### src/rtl/ocp_rr_arbiter_if.sv
// Bundle of the upstream (NUM_MST masters) and downstream (single slave) OCP signals around ocp_rr_arbiter.
// The slave modport is the arbiter's view; the master modport is the surrounding environment.
interface ocp_rr_arbiter_if #(
  parameter int NUM_MST    = 2,
  parameter int TAGI_WIDTH = 5,
  parameter int BLEN_WIDTH = 4,
  parameter int DATA_WIDTH = 32,
  parameter int ADDR_WIDTH = 5
);
  logic [NUM_MST*3-1:0]          up_m_cmd;
  logic [NUM_MST*ADDR_WIDTH-1:0] up_m_addr;
  logic [NUM_MST*BLEN_WIDTH-1:0] up_m_burst_length;
  logic [NUM_MST*TAGI_WIDTH-1:0] up_m_tagid;
  logic [NUM_MST-1:0]            up_s_cmd_accept;
  logic [NUM_MST*DATA_WIDTH-1:0] up_m_data;
  logic [NUM_MST-1:0]            up_m_data_valid;
  logic [NUM_MST-1:0]            up_m_data_last;
  logic [NUM_MST-1:0]            up_s_data_accept;
  logic [NUM_MST*2-1:0]          up_s_resp;
  logic [DATA_WIDTH-1:0]         up_s_data;
  logic                          up_s_resp_last;
  logic [TAGI_WIDTH-1:0]         up_s_tagid;
  logic [NUM_MST-1:0]            up_m_resp_accept;

  logic [2:0]                    dn_m_cmd;
  logic [ADDR_WIDTH-1:0]         dn_m_addr;
  logic [BLEN_WIDTH-1:0]         dn_m_burst_length;
  logic [TAGI_WIDTH-1:0]         dn_m_tagid;
  logic                          dn_s_cmd_accept;
  logic [DATA_WIDTH-1:0]         dn_m_data;
  logic                          dn_m_data_valid;
  logic                          dn_m_data_last;
  logic                          dn_s_data_accept;
  logic [1:0]                    dn_s_resp;
  logic [DATA_WIDTH-1:0]         dn_s_data;
  logic                          dn_s_resp_last;
  logic [TAGI_WIDTH-1:0]         dn_s_tagid;
  logic                          dn_m_resp_accept;
  logic                          orphan_resp_err;

  modport slave (
    input  up_m_cmd, up_m_addr, up_m_burst_length, up_m_tagid,
           up_m_data, up_m_data_valid, up_m_data_last, up_m_resp_accept,
           dn_s_cmd_accept, dn_s_data_accept, dn_s_resp, dn_s_data,
           dn_s_resp_last, dn_s_tagid,
    output up_s_cmd_accept, up_s_data_accept, up_s_resp, up_s_data,
           up_s_resp_last, up_s_tagid,
           dn_m_cmd, dn_m_addr, dn_m_burst_length, dn_m_tagid,
           dn_m_data, dn_m_data_valid, dn_m_data_last, dn_m_resp_accept,
           orphan_resp_err
  );

  modport master (
    output up_m_cmd, up_m_addr, up_m_burst_length, up_m_tagid,
           up_m_data, up_m_data_valid, up_m_data_last, up_m_resp_accept,
           dn_s_cmd_accept, dn_s_data_accept, dn_s_resp, dn_s_data,
           dn_s_resp_last, dn_s_tagid,
    input  up_s_cmd_accept, up_s_data_accept, up_s_resp, up_s_data,
           up_s_resp_last, up_s_tagid,
           dn_m_cmd, dn_m_addr, dn_m_burst_length, dn_m_tagid,
           dn_m_data, dn_m_data_valid, dn_m_data_last, dn_m_resp_accept,
           orphan_resp_err
  );
endinterface

### src/rtl/ocp_rr_arbiter.sv
// Round-robin OCP command arbiter with write-data lock and tag-routed responses.
// Define OCP_ARB_STATS_EN to add the per-master saturating grant_cnt output.
module ocp_rr_arbiter #(
  parameter int NUM_MST    = 2,
  parameter int TAGI_WIDTH = 5,
  parameter int BLEN_WIDTH = 4,
  parameter int DATA_WIDTH = 32,
  parameter int ADDR_WIDTH = 5
) (
  input  logic            clk,
  input  logic            rst_n,
  ocp_rr_arbiter_if.slave bus
`ifdef OCP_ARB_STATS_EN
  ,
  output logic [NUM_MST*16-1:0] grant_cnt
`endif
);

  localparam int MW    = (NUM_MST > 1) ? $clog2(NUM_MST) : 1;
  localparam int DEPTH = 1 << TAGI_WIDTH;

  typedef enum logic [1:0] {IDLE, CMD, WDATA} state_t;

  state_t                  state, state_nxt;
  logic [MW-1:0]           owner, rr_ptr, pick;
  logic                    pick_vld;
  logic [NUM_MST-1:0]      elig;
  logic [BLEN_WIDTH-1:0]   blen, beat_cnt;
  logic [BLEN_WIDTH:0]     beat_nxt;
  logic                    run;
  logic [DEPTH-1:0]        tbl_vld;
  logic [MW-1:0]           tbl_own [DEPTH];
  logic                    orphan;
  int                      own_i;
  int                      idx;

  logic [2:0]              own_cmd;
  logic [ADDR_WIDTH-1:0]   own_addr;
  logic [BLEN_WIDTH-1:0]   own_len;
  logic [TAGI_WIDTH-1:0]   own_tag;
  logic [DATA_WIDTH-1:0]   own_data;
  logic                    own_dvld, own_dlast;
  logic                    cmd_acc, beat_acc, beat_end;

  logic                    rvld;
  logic [MW-1:0]           rown;
  logic [NUM_MST*2-1:0]    resp_route;
  logic                    resp_acc, resp_clr, orphan_set;

  function automatic logic is_write(input logic [2:0] c);
    return (c == 3'd1) || (c == 3'd5) || (c == 3'd6) || (c == 3'd7);
  endfunction

  assign own_i     = int'(owner);
  assign own_cmd   = bus.up_m_cmd[own_i*3 +: 3];
  assign own_addr  = bus.up_m_addr[own_i*ADDR_WIDTH +: ADDR_WIDTH];
  assign own_len   = bus.up_m_burst_length[own_i*BLEN_WIDTH +: BLEN_WIDTH];
  assign own_tag   = bus.up_m_tagid[own_i*TAGI_WIDTH +: TAGI_WIDTH];
  assign own_data  = bus.up_m_data[own_i*DATA_WIDTH +: DATA_WIDTH];
  assign own_dvld  = bus.up_m_data_valid[own_i];
  assign own_dlast = bus.up_m_data_last[own_i];

  // Eligibility uses the table contents before this cycle's updates
  always_comb begin
    elig = '0;
    for (int i = 0; i < NUM_MST; i++)
      elig[i] = (bus.up_m_cmd[i*3 +: 3] != 3'd0) &&
                !tbl_vld[bus.up_m_tagid[i*TAGI_WIDTH +: TAGI_WIDTH]];
  end

  // Walk downward so the lowest offset from rr_ptr is the last (winning) assignment
  always_comb begin
    pick     = '0;
    pick_vld = 1'b0;
    idx      = 0;
    for (int k = NUM_MST - 1; k >= 0; k--) begin
      idx = int'(rr_ptr) + k;
      if (idx >= NUM_MST) idx = idx - NUM_MST;
      if (elig[idx]) begin
        pick     = MW'(idx);
        pick_vld = 1'b1;
      end
    end
  end

  assign cmd_acc  = (state == CMD) && bus.dn_s_cmd_accept;
  assign beat_acc = (state == WDATA) && own_dvld && bus.dn_s_data_accept;
  assign beat_nxt = {1'b0, beat_cnt} + (BLEN_WIDTH+1)'(1);
  assign beat_end = beat_acc && (own_dlast || (beat_nxt == {1'b0, blen}));

  always_comb begin
    state_nxt = state;
    case (state)
      IDLE:    if (pick_vld) state_nxt = CMD;
      CMD:     if (bus.dn_s_cmd_accept) state_nxt = is_write(own_cmd) ? WDATA : IDLE;
      WDATA:   if (beat_end) state_nxt = IDLE;
      default: state_nxt = IDLE;
    endcase
  end

  always_ff @(posedge clk or negedge rst_n) begin
    if (!rst_n) state <= IDLE;
    else        state <= state_nxt;
  end

  always_ff @(posedge clk or negedge rst_n) begin
    if (!rst_n) begin
      run      <= 1'b0;
      owner    <= '0;
      rr_ptr   <= '0;
      blen     <= '0;
      beat_cnt <= '0;
    end else begin
      run <= 1'b1;
      if (state == IDLE && pick_vld) owner <= pick;
      if (cmd_acc) begin
        rr_ptr   <= (owner == MW'(NUM_MST - 1)) ? '0 : owner + MW'(1);
        blen     <= own_len;
        beat_cnt <= '0;
      end
      if (beat_acc) beat_cnt <= beat_cnt + BLEN_WIDTH'(1);
    end
  end

  // A stale response clearing the tag a new command is claiming loses to the set
  always_ff @(posedge clk or negedge rst_n) begin
    if (!rst_n) begin
      tbl_vld <= '0;
    end else begin
      for (int t = 0; t < DEPTH; t++) begin
        if (cmd_acc && own_tag == TAGI_WIDTH'(t))                tbl_vld[t] <= 1'b1;
        else if (resp_clr && bus.dn_s_tagid == TAGI_WIDTH'(t))  tbl_vld[t] <= 1'b0;
      end
    end
  end

  always_ff @(posedge clk) begin
    if (cmd_acc) tbl_own[own_tag] <= owner;
  end

  always_ff @(posedge clk or negedge rst_n) begin
    if (!rst_n)          orphan <= 1'b0;
    else if (orphan_set) orphan <= 1'b1;
  end

  assign rvld = tbl_vld[bus.dn_s_tagid];
  assign rown = tbl_own[bus.dn_s_tagid];

  // Response path is combinational; run keeps it quiet while reset is held
  always_comb begin
    resp_route = '0;
    resp_acc   = 1'b0;
    if (run) begin
      if (rvld) begin
        resp_route[int'(rown)*2 +: 2] = bus.dn_s_resp;
        resp_acc = bus.up_m_resp_accept[rown];
      end else if (bus.dn_s_resp != 2'd0) begin
        resp_acc = 1'b1;
      end
    end
  end

  assign resp_clr   = run && rvld && (bus.dn_s_resp != 2'd0) && bus.dn_s_resp_last && resp_acc;
  assign orphan_set = run && !rvld && (bus.dn_s_resp != 2'd0);

  assign bus.up_s_resp        = resp_route;
  assign bus.dn_m_resp_accept = resp_acc;
  assign bus.orphan_resp_err  = orphan;
  assign bus.up_s_data        = run ? bus.dn_s_data : '0;
  assign bus.up_s_resp_last   = run && bus.dn_s_resp_last;
  assign bus.up_s_tagid       = run ? bus.dn_s_tagid : '0;

  assign bus.dn_m_cmd          = (state == CMD) ? own_cmd  : 3'd0;
  assign bus.dn_m_addr         = (state == CMD) ? own_addr : '0;
  assign bus.dn_m_burst_length = (state == CMD) ? own_len  : '0;
  assign bus.dn_m_tagid        = (state == CMD) ? own_tag  : '0;
  assign bus.up_s_cmd_accept   = NUM_MST'(cmd_acc) << owner;

  assign bus.dn_m_data         = (state == WDATA) ? own_data : '0;
  assign bus.dn_m_data_valid   = (state == WDATA) && own_dvld;
  assign bus.dn_m_data_last    = (state == WDATA) && own_dlast;
  assign bus.up_s_data_accept  = NUM_MST'((state == WDATA) && bus.dn_s_data_accept) << owner;

`ifdef OCP_ARB_STATS_EN
  always_ff @(posedge clk or negedge rst_n) begin
    if (!rst_n) begin
      grant_cnt <= '0;
    end else begin
      for (int i = 0; i < NUM_MST; i++)
        if (cmd_acc && owner == MW'(i) && grant_cnt[i*16 +: 16] != 16'hFFFF)
          grant_cnt[i*16 +: 16] <= grant_cnt[i*16 +: 16] + 16'd1;
    end
  end
`endif

endmodule

### src/flat_wrapper.sv
// flat-port wrapper written by rule: the top's interface ports become plain ports
module ocp_rr_arbiter_flat 
#(
  parameter int NUM_MST    = 2,
  parameter int TAGI_WIDTH = 5,
  parameter int BLEN_WIDTH = 4,
  parameter int DATA_WIDTH = 32,
  parameter int ADDR_WIDTH = 5
)
  (clk, rst_n, bus_up_m_cmd, bus_up_m_addr, bus_up_m_burst_length, bus_up_m_tagid, bus_up_m_data, bus_up_m_data_valid, bus_up_m_data_last, bus_up_m_resp_accept, bus_dn_s_cmd_accept, bus_dn_s_data_accept, bus_dn_s_resp, bus_dn_s_data, bus_dn_s_resp_last, bus_dn_s_tagid, bus_up_s_cmd_accept, bus_up_s_data_accept, bus_up_s_resp, bus_up_s_data, bus_up_s_resp_last, bus_up_s_tagid, bus_dn_m_cmd, bus_dn_m_addr, bus_dn_m_burst_length, bus_dn_m_tagid, bus_dn_m_data, bus_dn_m_data_valid, bus_dn_m_data_last, bus_dn_m_resp_accept, bus_orphan_resp_err);
  ocp_rr_arbiter_if #(.NUM_MST(NUM_MST), .TAGI_WIDTH(TAGI_WIDTH), .BLEN_WIDTH(BLEN_WIDTH), .DATA_WIDTH(DATA_WIDTH), .ADDR_WIDTH(ADDR_WIDTH)) bus_i ();
  input  logic clk;
  input  logic rst_n;
  input wire logic [$bits(bus_i.up_m_cmd)-1:0] bus_up_m_cmd;
  input wire logic [$bits(bus_i.up_m_addr)-1:0] bus_up_m_addr;
  input wire logic [$bits(bus_i.up_m_burst_length)-1:0] bus_up_m_burst_length;
  input wire logic [$bits(bus_i.up_m_tagid)-1:0] bus_up_m_tagid;
  input wire logic [$bits(bus_i.up_m_data)-1:0] bus_up_m_data;
  input wire logic [$bits(bus_i.up_m_data_valid)-1:0] bus_up_m_data_valid;
  input wire logic [$bits(bus_i.up_m_data_last)-1:0] bus_up_m_data_last;
  input wire logic [$bits(bus_i.up_m_resp_accept)-1:0] bus_up_m_resp_accept;
  input wire logic [$bits(bus_i.dn_s_cmd_accept)-1:0] bus_dn_s_cmd_accept;
  input wire logic [$bits(bus_i.dn_s_data_accept)-1:0] bus_dn_s_data_accept;
  input wire logic [$bits(bus_i.dn_s_resp)-1:0] bus_dn_s_resp;
  input wire logic [$bits(bus_i.dn_s_data)-1:0] bus_dn_s_data;
  input wire logic [$bits(bus_i.dn_s_resp_last)-1:0] bus_dn_s_resp_last;
  input wire logic [$bits(bus_i.dn_s_tagid)-1:0] bus_dn_s_tagid;
  output wire logic [$bits(bus_i.up_s_cmd_accept)-1:0] bus_up_s_cmd_accept;
  output wire logic [$bits(bus_i.up_s_data_accept)-1:0] bus_up_s_data_accept;
  output wire logic [$bits(bus_i.up_s_resp)-1:0] bus_up_s_resp;
  output wire logic [$bits(bus_i.up_s_data)-1:0] bus_up_s_data;
  output wire logic [$bits(bus_i.up_s_resp_last)-1:0] bus_up_s_resp_last;
  output wire logic [$bits(bus_i.up_s_tagid)-1:0] bus_up_s_tagid;
  output wire logic [$bits(bus_i.dn_m_cmd)-1:0] bus_dn_m_cmd;
  output wire logic [$bits(bus_i.dn_m_addr)-1:0] bus_dn_m_addr;
  output wire logic [$bits(bus_i.dn_m_burst_length)-1:0] bus_dn_m_burst_length;
  output wire logic [$bits(bus_i.dn_m_tagid)-1:0] bus_dn_m_tagid;
  output wire logic [$bits(bus_i.dn_m_data)-1:0] bus_dn_m_data;
  output wire logic [$bits(bus_i.dn_m_data_valid)-1:0] bus_dn_m_data_valid;
  output wire logic [$bits(bus_i.dn_m_data_last)-1:0] bus_dn_m_data_last;
  output wire logic [$bits(bus_i.dn_m_resp_accept)-1:0] bus_dn_m_resp_accept;
  output wire logic [$bits(bus_i.orphan_resp_err)-1:0] bus_orphan_resp_err;
  assign bus_i.up_m_cmd = bus_up_m_cmd;
  assign bus_i.up_m_addr = bus_up_m_addr;
  assign bus_i.up_m_burst_length = bus_up_m_burst_length;
  assign bus_i.up_m_tagid = bus_up_m_tagid;
  assign bus_i.up_m_data = bus_up_m_data;
  assign bus_i.up_m_data_valid = bus_up_m_data_valid;
  assign bus_i.up_m_data_last = bus_up_m_data_last;
  assign bus_i.up_m_resp_accept = bus_up_m_resp_accept;
  assign bus_i.dn_s_cmd_accept = bus_dn_s_cmd_accept;
  assign bus_i.dn_s_data_accept = bus_dn_s_data_accept;
  assign bus_i.dn_s_resp = bus_dn_s_resp;
  assign bus_i.dn_s_data = bus_dn_s_data;
  assign bus_i.dn_s_resp_last = bus_dn_s_resp_last;
  assign bus_i.dn_s_tagid = bus_dn_s_tagid;
  assign bus_up_s_cmd_accept = bus_i.up_s_cmd_accept;
  assign bus_up_s_data_accept = bus_i.up_s_data_accept;
  assign bus_up_s_resp = bus_i.up_s_resp;
  assign bus_up_s_data = bus_i.up_s_data;
  assign bus_up_s_resp_last = bus_i.up_s_resp_last;
  assign bus_up_s_tagid = bus_i.up_s_tagid;
  assign bus_dn_m_cmd = bus_i.dn_m_cmd;
  assign bus_dn_m_addr = bus_i.dn_m_addr;
  assign bus_dn_m_burst_length = bus_i.dn_m_burst_length;
  assign bus_dn_m_tagid = bus_i.dn_m_tagid;
  assign bus_dn_m_data = bus_i.dn_m_data;
  assign bus_dn_m_data_valid = bus_i.dn_m_data_valid;
  assign bus_dn_m_data_last = bus_i.dn_m_data_last;
  assign bus_dn_m_resp_accept = bus_i.dn_m_resp_accept;
  assign bus_orphan_resp_err = bus_i.orphan_resp_err;
  ocp_rr_arbiter #(.NUM_MST(NUM_MST), .TAGI_WIDTH(TAGI_WIDTH), .BLEN_WIDTH(BLEN_WIDTH), .DATA_WIDTH(DATA_WIDTH), .ADDR_WIDTH(ADDR_WIDTH)) u_core (.clk(clk), .rst_n(rst_n), .bus(bus_i));
endmodule
### config.mk
export PLATFORM = sky130hd
export DESIGN_NAME = ocp_rr_arbiter_flat
export DESIGN_NICKNAME = d
export VERILOG_FILES = /design/src/rtl/ocp_rr_arbiter_if.sv /design/src/rtl/ocp_rr_arbiter.sv /design/src/flat_wrapper.sv
export SDC_FILE = /design/constraint.sdc
export NUM_CORES = 1
export LEC_CHECK = 0
export ABC_AREA = 1
export BUFFER_PORTS_ARGS = -buffer_cell sky130_fd_sc_hd__buf_2
export CAP_MARGIN = 20
export CORE_MARGIN = 2
export CORE_UTILIZATION = 35
export CTS_BUF_LIST = sky130_fd_sc_hd__clkbuf_4
export CTS_CLUSTER_DIAMETER = 120
export DETAILED_ROUTE_END_ITERATION = 10
export GPL_TIMING_DRIVEN = 0
export PLACE_DENSITY = 0.58
export SYNTH_ARGS = -nofsm -noshare
export SYNTH_HDL_FRONTEND = slang
export SYNTH_SLANG_ARGS = --single-unit
### constraint.sdc
create_clock -name clk -period 4.3 [get_ports clk]
set_input_delay 0.43 -clock clk [delete_from_list [all_inputs] [get_ports clk]]
set_output_delay 0.43 -clock clk [all_outputs]
set_load 0.005 [all_outputs]
==> metrics.txt, run 1 <==
CP endpoint kind=output pin; Slowest cell on crit path=dfrtp_1; worst ir drop on vdd=0.2040 mV; Inserted Clock Buffers=9; Hold Vio Cnt, Final=0; Final nets=1395; reg2reg start=u_core.owner; Setup Buffers After CTS=0; global-route wire length before repair=34730 um; CTS Sinks=78; CTS Root Cell=clkbuf_4; clk buf depth=2; Setup TNS Final=0 ns; Crit Path Class=reg -> out; vias=7146; GRT Overall Usage=24.73%; Syn Nets=1136; FP Rows=47; CP Buf/Inv Count=5; Setup Viol. Count Final=0; CTS clk-pin slew, worst paths=0.12 ns; Die ar.=18260 um^2; Max Cap Viol=0; Vert. Die Dim=135.1 um; dominant cells by area after synthesis=nand2_1, dfrtp_1, edfxtp_1; commonest cells in the synthesized netlist=nand2_1, inv_1, nor2_1, a21oi_1, dfrtp_1; top_reg_cell synth=dfrtp_1; CP peak stage delay=0.99 ns; status=completed; Overflow after GRT=0; syn avg cell area=6.098 um^2; Fmax=272.0 MHz; largest net degree at the start of global routing=34; clk_lat worst skew=0.44 ns; number of nets with antenna violations after routing=0; IO Pins=247; top-count cell post-synth=nand2_1; Worst Skew=0.01664 ns; Hold Crit Class=in -> reg; routability-driven placement congestion ratio=0.9246; DP HPWL=18970 um; DR pass1 iterations=5; initial antenna violation count=0; Vias/cell=4.855; Initial Util=36.04%; LEAKAGE=4.250 nW; worst path cell trace=clkbuf_1 -> buf_2 -> buf_2 -> clkbuf_1 -> nand2_1 -> a21oi_1 -> buf_2; Syn Inst Count=987; vias in the first global route=6402; post-route DRC violation count=0; max-slew violation count=0; fin worst setup slack=0.6234 ns; Final min period=3.677 ns; Yosys cell types=31; Slew @ Worst Pin=0.9585 ns; Synth warnings=0; initial DRC count=645; launch point of the worst hold path=bus_dn_s_cmd_accept; CTS tree=built; Seq/Total Area, Yosys=35.09%; PwrDens=433.0 nW/um^2; Worst EP required=3.87 ns; core area=16700 um^2; DP Worst Slack=1.106 ns; Post-synth ARST share=58.97%; Port-buffer cells=246; Crit path max-delay family=buffers and inverters; cell taking the most area after synthesis=nand2_1; crit path DAT=3.25 ns; Post-synth EDFFs=32; layout cells sized above 1=23.34%; Synth top area share=22.08%; H-tree depth=3; hold endpoint=u_core.state[0]; Worst Path Max Fanout=33; synthesis-stage register bit count=78; worst reg-to-reg path cell count=10; cell mode on critical path=buf_2; Post-Synthesis Cell Area=6018 um^2; DR WL/cell=15.93 um; FF-to-FF End=u_core.tbl_own[3]; R2R setup slack=1.19 ns; Final Cycle Share=85.50%; worst hold path depth=2; RSZ-0062 raised after global routing=false; Slew headroom=36.10%; Layout area overhead=28.65%; final wirelength=23460 um; die width=135.1 um; CP startpoint kind=register
## power by group
part	internal, mW	switching (mW)	leakage [nW]	total, mW
logic	0.528	1.00	3.27	1.53
registers	1.01	0.235	0.874	1.25
clock network	0.314	0.261	0.102	0.575
## repair_timing
item | CTS | global route
hold endpoints to repair | 13 | 0
gates resized for setup | 0 | 0
hold buffers | 1 | 0
## stage by stage
stage	hold WS [ns]	instances	util (%)	instance area (um^2)	power [mW]
global route	0.2050	1471	46.34	7740	3.611
floorplan	0.1344	987	-	6018	2.145
finish	0.2150	1472	46.36	7742	3.353
global placement	0.4439	1453	45.06	7525	2.769
detailed placement	0.3782	1454	45.18	7545	2.786
CTS	0.1978	1471	46.34	7740	3.363
## worst register-to-register path, stage by stage (launching register included)
cell and delay [ns]:
dfrtp_1 0.99, clkbuf_1 0.32, buf_2 0.28, nand2_1 0.07
o21ai_0 0.27, inv_1 0.13, nor2_1 0.19, inv_1 0.11
nor2_1 0.10, inv_1 0.06, nor2_1 0.28
## how the worst max path moves through the flow
stage	end	from	slack [ns]	depth (start not counted)
floorplan	bus_dn_m_addr[4]	u_core.owner	1.96	6
global placement	bus_dn_m_data[1]	u_core.owner	1.08	7
detailed placement	bus_dn_m_data[1]	u_core.owner	1.11	7
CTS	bus_dn_m_data[1]	u_core.owner	0.60	7
global route	bus_dn_m_data[1]	u_core.owner	0.32	7
finish	bus_dn_m_data[1]	u_core.owner	0.62	7
## cell families after synthesis
| kind of cell | Yosys count | synth area share [%] |
|---|---|---|
| AO/OA/AOI/OAI | 120 | 10.64 |
| XOR/XNOR | 6 | 0.8732 |
| adder cells (fa/ha/maj) | 1 | 0.2079 |
| buffers and inverters | 206 | 13.39 |
| flip-flops | 78 | 35.09 |
| multiplexers | 6 | 0.9980 |
| other | 1 | 0.06231 |
| AND/OR/NAND/NOR | 569 | 38.73 |
## cell usage in the layout, fill, tap and decap left out, types with 4 or more instances in the layout
cell type	n
nor2_1	105
nand4_1	33
dfrtp_1	46
nor3_1	34
a21oi_1	64
o21ai_0	39
inv_1	149
nand2_1	354
clkbuf_4	12
xor2_1	4
edfxtp_1	32
o211ai_1	12
nand3_1	34
clkbuf_1	30
mux2i_1	6
buf_2	260
buf_4	4
## flip-flops by register name, summed over array words and instances, names as in the netlist
| signal | count |
|---|---|
| u_core.rr_ptr | 1 |
| u_core.tbl_vld | 32 |
| u_core.tbl_own | 32 |
| u_core.run | 1 |
| u_core.bus.orphan_resp_err | 1 |
| u_core.blen | 4 |
| u_core.state | 2 |
| u_core.beat_cnt | 4 |
| u_core.owner | 1 |
## layout make-up
cell class / instances / area (um^2)
inverters: 155 / 581.8
clock buffers: 12 / 90.09
plain buffers: 51 / 224.0
fillers: 1778 / 8959
multi-input cells: 703 / 3100
clock inverters: 4 / 95.09
diodes: 1 / 2.502
well taps: 220 / 275.3
flip-flops and latches: 78 / 2112
repair buffers: 248 / 1261
## metal layers
layer	track usage, %	up-vias	share of wire [%]
met4	7.639	0	3.1
met1	33.28	3170	43
met3	4.415	46	7.7
met2	40.61	321	46
li1	-	3609	-
met5	0	-	0
Power figures use the tool's default switching activity.
==> run 2, diff against run 1 <==
RECOVER_POWER = 25   (was default)
==> metrics.txt, run 2 (same netlist as run 1, synthesis figures left out) <==
commonest non-fill, non-tap cell in the layout=nand2_1; LEAKAGE=4.239 nW; Setup Buffers After CTS=0; launch point of the worst hold path=bus_dn_s_cmd_accept; biggest regs=u_core.tbl_own (32), u_core.tbl_vld (32); Final nets=1395; DP HPWL=18970 um; clk buf depth=2; Initial Util=36.04%; Setup Viol. Count Final=0; Final min period=3.679 ns; Slew headroom=-26.84%; Vert. Die Dim=135.1 um; Max Cap Viol=1; final instance area=7725 um^2; max-slew violation count=34; Inserted Clock Buffers=9; Post-Layout Cell Count=1472; CTS clk-pin slew, worst paths=0.12 ns; number of nets with antenna violations after routing=0; vias in the first global route=6402; RSZ-0062 raised after global routing=false; DP Worst Slack=1.106 ns; Crit Path Class=reg -> out; Hold WS=0.2273 ns; Overflow after GRT=0; Setup TNS Final=0 ns; CP endpoint kind=output pin; Slew @ Worst Pin=1.903 ns; CTS Root Cell=clkbuf_4; IO Pins=247; Gates resized, CTS repair=0; Layout area overhead=28.36%; Fmax=271.8 MHz; post-route DRC violation count=0; CP startpoint=u_core.owner; PwrDens=433.5 nW/um^2; DR WL/cell=15.92 um; Hold Vio Cnt, Final=0; Port-buffer cells=246; fin worst setup slack=0.6206 ns; FP Rows=47; dpl cells=1454; reg2reg start=u_core.owner; routability-driven placement congestion ratio=0.9246; final wirelength=23430 um; layout cells sized above 1=23.18%; worst ir drop on vdd=0.2040 mV; global-route wire length before repair=34730 um; Final Cycle Share=85.57%; crit path DAT=3.25 ns; Worst Path Max Fanout=33; Worst EP required=3.87 ns; DR pass1 iterations=5; Fill cells=1781; failing checks=max-capacitance violations, max-slew violations; CP startpoint kind=register; core area=16700 um^2; Worst Skew=0.01867 ns; CTS Sinks=78; Die ar.=18260 um^2; CTS tree=built; clk_lat worst skew=0.43 ns; initial antenna violation count=0; GRT Overall Usage=24.73%; die width=135.1 um; Hold Crit Class=in -> reg; vias=7107; status=finished with violations; commonest non-fill, non-tap cells in the layout=nand2_1, buf_2, inv_1; H-tree depth=3; initial DRC count=589; largest net degree at the start of global routing=34; Vias/cell=4.828; placed instance area=7545 um^2
[run 2: cell count changes in the layout (fill, tap and decap cells not counted), sizes merged]
cell	delta
buf	-2
clkbuf	+2
[run 2: area by class of cell]
cell class	instances	area (um^2)	share of cell area (%)
Multi-Input combinational cell	703	3100	40.14
Antenna cell	1	2.502	0.03239
Timing Repair Buffer	248	1244	16.10
Clock buffer	12	90.09	1.166
Buffer	51	224.0	2.899
Inverter	155	581.8	7.532
Sequential cell	78	2112	27.34
Clock inverter	4	95.09	1.231
Tap cell	220	275.3	3.563
[run 2: stage by stage]
step | total power [mW] | util, %
floorplan | 2.145 | -
global placement | 2.769 | 45.06
detailed placement | 2.786 | 45.18
CTS | 3.363 | 46.34
global route | 3.609 | 46.24
finish | 3.349 | 46.25
[run 2: what timing repair did]
action                                  CTS  global route
hold endpoints to repair                 13             0
endpoints found under the setup margin    0             0
hold buffers                              1             0
[run 2: path summary, 6_finish.rpt]
kind / endpoint / slack [ns] / depth (start not counted)
setup / recovery: bus_dn_m_data[1] / 0.62 / 7
hold / removal: u_core.state[0] / 0.23 / 2
setup reg to reg: u_core.tbl_own[3] / 1.17 / 10
hold reg to reg: u_core.bus.orphan_resp_err / 0.47 / 2
max in group asynchronous: u_core.tbl_vld[7] / 1.41 / 3
min in group asynchronous: u_core.tbl_vld[5] / 0.63 / 2
[run 2: per-layer routing]
| layer | part of all wire, % | routed length (um) | global-route usage (%) | up-vias |
|---|---|---|---|---|
| li1 | - | - | - | 3608 |
| met2 | 46 | 10840 | 40.61 | 315 |
| met1 | 43 | 10060 | 33.28 | 3145 |
| met4 | 3.0 | 706 | 7.639 | 0 |
| met5 | 0 | 0 | 0 | - |
| met3 | 7.8 | 1831 | 4.415 | 39 |
[run 2: worst max-delay path, stage by stage, from the launching register on]
cell and delay, ns:
dfrtp_1 1.00, clkbuf_1 0.32, buf_2 0.28, buf_2 0.29, clkbuf_1 0.42, nand2_1 0.09
a21oi_1 0.25, buf_2 0.17
[run 2: power by group]
| part | total (mW) | switching (mW) | internal [mW] | leakage [nW] |
|---|---|---|---|---|
| combinational | 1.53 | 1.00 | 0.526 | 3.26 |
| clock | 0.572 | 0.258 | 0.314 | 0.102 |
| sequential | 1.25 | 0.236 | 1.01 | 0.874 |
